$ cat config.mk
export PLATFORM = sky130hd
export DESIGN_NAME = instr_fetch_unit
export DESIGN_NICKNAME = d
export VERILOG_FILES = /design/src/rtl/instr_fetch_unit.sv
export SDC_FILE = /design/constraint.sdc
export NUM_CORES = 1
export LEC_CHECK = 0
export BUFFER_PORTS_ARGS = -buffer_cell sky130_fd_sc_hd__buf_4
export CAP_MARGIN = 5
export CORE_MARGIN = 2
export CORE_UTILIZATION = 32
export CTS_BUF_LIST = sky130_fd_sc_hd__clkbuf_8
export DETAILED_ROUTE_END_ITERATION = 7
export GPL_TIMING_DRIVEN = 0
export SLEW_MARGIN = 20
export SYNTH_ARGS = -nofsm -noshare
export SYNTH_HDL_FRONTEND = slang
export SYNTH_SLANG_ARGS = --single-unit
$ cat constraint.sdc
create_clock -name CLK_in -period 3.8 [get_ports CLK_in]
set_clock_uncertainty 0.15 [all_clocks]
set_input_delay 0.76 -clock CLK_in [delete_from_list [all_inputs] [get_ports CLK_in]]
set_output_delay 0.76 -clock CLK_in [all_outputs]
set_load 0.1 [all_outputs]
$ cat src/rtl/instr_fetch_unit.sv
// Byte-serial instruction fetch: four 8-bit reads assembled big-endian.
// Optional misalignment trap enabled by defining FETCH_ALIGN_CHECK_EN.
module instr_fetch_unit #(
    parameter logic [31:0] RESET_INSTR = 32'h00000000
) (
    input  logic        CLK_in,
    input  logic        Reset_in,
    input  logic        Req_in,
    input  logic [31:0] Address_in,
    output logic [31:0] Mem_addr_out,
    input  logic [7:0]  Mem_data_in,
    output logic [31:0] Instr_out,
    output logic        Valid_out,
    output logic        Busy_out,
    output logic        Halt_out,
    output logic        Error_out
);

    typedef enum logic [1:0] {
        IDLE  = 2'd0,
        FETCH = 2'd1,
        DONE  = 2'd2
    } state_t;

    state_t      state;
    state_t      state_nxt;
    logic [1:0]  idx;
    logic [31:0] base;
    logic [23:0] partial;
    logic        accept;
    logic        misalign;
    logic [31:0] req_base;

    assign req_base = {Address_in[31:2], 2'b00};

`ifdef FETCH_ALIGN_CHECK_EN
    assign misalign = (Address_in[1:0] != 2'b00);

    // Flag a rejected misaligned request for exactly one cycle
    always_ff @(posedge CLK_in) begin
        if (Reset_in)
            Error_out <= 1'b0;
        else
            Error_out <= (state == IDLE) && Req_in && misalign;
    end
`else
    logic unused_addr_lsb;

    assign unused_addr_lsb = &{1'b0, Address_in[1:0]};
    assign misalign        = 1'b0;
    assign Error_out       = 1'b0;
`endif

    // State register
    always_ff @(posedge CLK_in) begin
        if (Reset_in)
            state <= IDLE;
        else
            state <= state_nxt;
    end

    // Next-state and status outputs
    always_comb begin
        state_nxt = state;
        accept    = 1'b0;
        Valid_out = 1'b0;
        Busy_out  = 1'b0;
        Halt_out  = 1'b1;
        unique case (state)
            IDLE: begin
                if (Req_in && !misalign) begin
                    accept    = 1'b1;
                    state_nxt = FETCH;
                end
            end
            FETCH: begin
                Busy_out = 1'b1;
                if (idx == 2'd3)
                    state_nxt = DONE;
            end
            DONE: begin
                Valid_out = 1'b1;
                Halt_out  = 1'b0;
                state_nxt = IDLE;
            end
            default: state_nxt = IDLE;
        endcase
    end

    // Address sequencing and big-endian byte assembly
    always_ff @(posedge CLK_in) begin
        if (Reset_in) begin
            base         <= 32'h0;
            idx          <= 2'd0;
            Mem_addr_out <= 32'h0;
            partial      <= 24'h0;
            Instr_out    <= RESET_INSTR;
        end else if (accept) begin
            base         <= req_base;
            idx          <= 2'd0;
            Mem_addr_out <= req_base;
        end else if (state == FETCH) begin
            unique case (idx)
                2'd0: partial[23:16] <= Mem_data_in;
                2'd1: partial[15:8]  <= Mem_data_in;
                2'd2: partial[7:0]   <= Mem_data_in;
                2'd3: Instr_out      <= {partial, Mem_data_in};
                default: ;
            endcase
            if (idx == 2'd3) begin
                idx          <= 2'd0;
                Mem_addr_out <= base;
            end else begin
                idx          <= idx + 2'd1;
                Mem_addr_out <= base + {30'd0, idx} + 32'd1;
            end
        end
    end

endmodule

==> results.md, run 1 <==
- Clock root cell: clkbuf_8
- RSZ-0062 raised after global routing: no
- Worst r2r src: state[1]
- Setup violators final: 0
- Final instance area: around 0.006 sq mm
- Hpwl dp: just over 10000 um
- Delay of the slowest critical-path stage: around 0.37 ns
- Syn nets: between 600 and 700
- Top cells by area, synth: dfxtp_1, nand2_1, a21oi_1
- CP most frequent cell: clkbuf_1
- Number of top-level pins: 111
- Area after DPL: 0.00576 sq mm
- Cell area after synthesis: about 0.0047 sq mm
- Clk_lat worst skew: 0.43 ns
- Max cap viols: 0
- Final non-filler cell total: 915
- Mean Syn Cell Area: approximately 7.9 sq um
- DP Cell Count: approximately 900
- Antenna violations before repair: 0
- Hold Crit Class: flip-flop to flip-flop
- First-pass GRT wire length: around 22000 um
- Final Util: a little over two fifths
- Post-route ant nets: 0
- CTS tree: built
- Crit Path Class: flip-flop to output port
- Hold Buf Count CTS: 0
- Ys Warns: 0
- Final Net Count: approximately 770
- Hold_sp: partial[2]
- Congestion Overflow GR: 0
- WL per Instance: about 15 um
- Crit path from: state[1]
- DR vias: 4609
- CP Capture Type: output port
- Core ar.: 0.0145 sq mm
- Initial DRC Count: between 200 and 300
- Top delay family on crit path: buffers and inverters
- Tcrit/Tclk final: just under 80%
- Max Freq: ~0.34 GHz
- RD Place Congestion: 0.873
- Leakage Power: between 2 and 2.5 nW
- Cell Rows: 44
- Critical-path maximum fanout: 10
- Worst path cell trace: nand2b_1 -> clkbuf_1 -> inv_2 -> clkbuf_1 -> buf_4
- WP data required: around 2.9 ns
- Clock sinks: 120
- Vias in the first global route: 4500
- Buffers and inverters on the worst path: 4
- CP max-delay cell: buf_4
- Synthesized flop and latch total: 120
- Hold WS: approximately 0.30 ns
- Buffer count from post-CTS setup fixing: 0
- Sequential-to-total area share from yosys stat: roughly half
- Commonest non-fill, non-tap cell in the layout: nand2_1
- Clock Path Buffers: 2
- ANT cells: 0
- Top cell type by total area after synthesis: dfxtp_1
- Port Buffers: between 100 and 150
- Die ar.: 0.0158 sq mm
- P per Cell Area: between 400 and 500 mW/mm^2
- Pins Over Slew Limit: 0
- PostCTS Resize Cnt: 0
- Outcome: finished clean
- GRT Overall Usage: between 15 and 20%
- Final hold vios: 0
- Distinct cells, synth: 40
- Worst-Margin Slew: between 0.6 and 0.7 ns
- H-Tree Depth: 4
- Most frequent cells in the layout: nand2_1, dfxtp_1, buf_4
- Fraction of layout instances using a drive strength above 1: 20.1%
- Vias/cell: between 5 and 6
- Largest net degree at the start of global routing: 17
- Width of the die: 126 um
- Drt pass-1 iters: 4
- Initial Util: between 30% and 40%
- Clk pin slew, worst setup/hold paths: roughly 0.07 ns
- CTS buffer count: 17
- Max-slew headroom: 56.1%
- Setup TNS Final: 0 ns
- Period minus WS final: ~3.0 ns
- Startpoint class of the critical path: flip-flop
- Worst EP arrival: around 2 ns
- WL final: 13900 um
- Synth top area share: approximately half
- Post-route DRC: 0
- Peak VDD IR: between 0.2 and 0.25 mV
- Die H: ~130 um
- Area growth from synthesis to layout: 29.7%
- Syn Inst Count: 595
worst paths after layout:
check	end	slack [ns]	depth (start not counted)
hold / removal	Instr_out[10]	0.30	2
setup / recovery	Busy_out	0.83	5
setup reg to reg	base[17]	1.37	5
hold reg to reg	Instr_out[10]	0.30	2
synth_stat cells:
library cell	count
o21ai_0	4
a221oi_2	3
nor4b_1	1
nand3_1	25
clkbuf_1	37
o211ai_1	1
xnor2_1	4
buf_6	1
a21oi_1	95
conb_1	1
or2_2	1
nand2_1	198
a22oi_1	9
buf_1	5
o22ai_1	3
dfxtp_1	120
nand3b_1	2
nand2b_1	4
nor2_1	5
buf_2	1
o21bai_1	1
a211o_1	4
inv_1	3
a31oi_1	16
o21a_1	1
a32o_1	1
ha_1	4
mux2_2	1
o31a_1	5
or4_4	1
nand4_1	8
nor3_1	13
nor3b_1	3
inv_2	1
nand4b_4	1
o221ai_1	2
or4b_2	1
buf_4	1
nor4_1	5
and2_1	3
metal layers:
metal  up-vias  track usage, %  wire (um)
met5         -               0          0
met3        20            5.35        739
met4         0            6.47        237
met1      2182            22.2       6200
li1       2285               -          -
met2       122            28.5       6720
cell type report:
cell class	instances	area, sq um
clock buffer	19	262
inverter	4	15.0
buffer	45	181
tap	184	230
sequential	120	2400
clock inverter	11	109
multi-input combinational	426	2140
timing repair buffer	106	796
fill	1452	8350
registers in the layout, summed over array words and instances, names as in the netlist:
name	cells
base	30
Instr_out	32
partial	24
idx	1
Mem_addr_out	31
state	2
power breakdown:
group | switching [W] | internal, W
Combinational | 0.000318 | 0.000110
Sequential | 0.0000393 | 0.00131
Clock | 0.000492 | 0.000599
kinds of logic (layout without fill, tap and decap cells):
family	Yosys count	count (layout)	share of synthesized area, %
adders and majority gates	4	4	1.06
AOI/OAI and AO/OA	145	145	18.1
other	1	1	0.0793
buffers and inverters	49	185	4.15
xor gates and xnor gates	4	4	0.741
and+or+nand+nor	271	271	24.8
muxes	1	1	0.238
DFF	120	120	50.8
worst min-delay path: stages (launching register included):
cell	delay, ns
dfxtp_1	0.31
nand2_1	0.06
a21oi_1	0.05
per-stage QoR:
stage	worst slack, ns	power, W
after CTS	0.790	0.00289
after detailed placement	0.930	0.00180
after global routing	0.665	0.00298
final	0.829	0.00287
after global placement	0.982	0.00179
after floorplan	1.01	0.00166
No activity file was read; power rests on OpenSTA's default activity.
==> run 2, diff against run 1 <==
- clock period: 3.8 -> 2.6 ns (I/O delays scaled with it)
==> results.md, run 2 (synthesis gave the netlist of run 1 again) <==
- Outcome: finished clean
- Top delay family on crit path: buffers and inverters
- CP Capture Type: flip-flop
- Comb power frac: between 10 and 15%
- Period minus WS final: between 2 and 2.5 ns
- CP most frequent cell: clkbuf_1
- Post-route DRC: 0
- Worst EP arrival: 2.65 ns
- Width of the die: 126 um
- Crit Path Class: flip-flop to flip-flop
- Setup violators final: 0
- PostCTS Resize Cnt: 0
- CP max-delay cell: nor3b_1
- Initial Util: roughly a third
- Worst-Margin Slew: ~0.64 ns
- RD Place Congestion: approximately 0.89
- Clock root cell: clkbuf_8
- Initial DRC Count: around 220
- Drt pass-1 iters: 5
- Internal Power: 0.00298 W
- Worst Hold Path EP: base[21]
- Number of top-level pins: about 110
- Startpoint class of the critical path: flip-flop
- Hold_sp: Address_in[21]
- Most frequent cells in the layout: nand2_1, dfxtp_1, buf_4
- Area after DPL: between 0.005 and 0.006 sq mm
- ANT cells: 0
- Setup slack, reg-to-reg: approximately 0.18 ns
- Max Freq: about 0.41 GHz
- Pins Over Slew Limit: 0
- Clock sinks: 120
- Die H: roughly 130 um
- Commonest non-fill, non-tap cell in the layout: nand2_1
- Max reg flops: 32
- Hpwl dp: about 10000 um
- Cell Rows: 44
- CTS buffer count: 17
- Port Buffers: approximately 110
- Reg2reg path depth: 5
- Clock Path Buffers: 2
- Biggest regs: Instr_out x32, Mem_addr_out x31, base x30
- Final hold vios: 0
- Tcrit/Tclk final: roughly 93%
- Vias/cell: approximately 5
- H-Tree Depth: 4
- Area growth from synthesis to layout: 30.0%
- Delay of the slowest critical-path stage: between 0.5 and 0.6 ns
- Hold Crit Class: input port to flip-flop
- WL final: ~14000 um
- Largest register by flop count: Instr_out
- Antenna violations before repair: 0
- Post-route ant nets: 0
- Peak VDD IR: around 0.32 mV
- Crit Reg-Reg Endpoint: base[17]
- Final instance area: 0.00615 sq mm
- RSZ-0062 raised after global routing: no
- Congestion Overflow GR: 0
- Fraction of layout instances using a drive strength above 1: about 20%
- WP data required: between 2 and 3 ns
- DR vias: about 4600
- Max cap viols: 0
- Critical-path maximum fanout: 10
- DP Cell Count: between 800 and 900
- Vias in the first global route: approximately 4600
- Seq pwr share: 46.5%
- Psw: approximately 0.0013 W
- WL per Instance: ~15 um
- P per Cell Area: 689 mW/mm^2
- Buffer count from post-CTS setup fixing: 0
- Buffers and inverters on the worst path: 2
- Hold Buf Count CTS: 0
- Clk pin slew, worst setup/hold paths: 0.07 ns
- First-pass GRT wire length: ~23000 um
- Max-slew headroom: between 50% and 60%
- Largest net degree at the start of global routing: 20
- Clk_lat worst skew: 0.44 ns
- Sw Ratio: 29.7%
- GRT Overall Usage: between 10% and 20%
- Final Net Count: 766
- Clock share of power: between 30% and 40%
- Leakage Power: about 2.3 nW
- Core ar.: 0.0145 sq mm
- CTS tree: built
- Worst path cell trace: nor3b_1 -> clkbuf_1 -> clkbuf_1 -> nand2_1 -> a21oi_1
- Hold path depth: 3
- Final non-filler cell total: just over 900
- Worst r2r src: state[1]
- Die ar.: 0.0158 sq mm
==> run 2: worst max-delay path by stage <==
stage / end / cells after the start / slack [ns] / from
after global placement: base[17] / 6 / 0.005 / Req_in
after detailed placement: base[19] / 6 / -0.003 / Req_in
after global routing: base[19] / 5 / 0.03 / state[1]
after floorplan: Valid_out / 2 / 0.06 / state[0]
final: base[17] / 5 / 0.18 / state[1]
after CTS: Busy_out / 4 / 0.08 / state[1]
==> run 2: final cells by class <==
cell class / instances / area [sq um]
clock buffers: 20 / 275
repair buffers: 106 / 796
clock inverters: 12 / 109
plain buffers: 44 / 178
multi-input cells: 426 / 2140
flip-flops and latches: 120 / 2400
inverters: 4 / 17.5
fillers: 1481 / 8330
well taps: 184 / 230
==> run 2: metrics by stage <==
stage	hold slack, ns	util [%]	total power (W)	TNS [ns]	setup slack [ns]
floorplan	0.282	-	0.00243	0	0.0622
global placement	0.296	39.8	0.00262	0	0.00541
detailed placement	0.298	39.8	0.00263	-0.00379	-0.00257
CTS	0.159	42.4	0.00427	0	0.0789
global route	0.170	42.5	0.00440	0	0.0300
finish	0.183	42.5	0.00424	0	0.175
==> run 2: layer usage <==
metal / track usage [%] / share of wire [%]
met1: 22.5 / 44
met2: 29.4 / 48
met3: 5.35 / 5.8
met4: 7.91 / 2.6
met5: 0 / 0
==> run 2: worst reg2reg max path, stage by stage (launching register included) <==
cell and delay (ns):
dfxtp_1 0.36, nor3b_1 0.54, clkbuf_1 0.52, clkbuf_1 0.51
nand2_1 0.14, a21oi_1 0.14
==> run 2: power by group through the flow <==
stage | Clock, W | Sequential (W) | Combinational [W]
after global routing | 0.00176 | 0.00198 | 0.000665
after floorplan | 0 | 0.00222 | 0.000217
after global placement | 0 | 0.00201 | 0.000617
final | 0.00164 | 0.00197 | 0.000627
after detailed placement | 0 | 0.00201 | 0.000625
after CTS | 0.00168 | 0.00197 | 0.000625
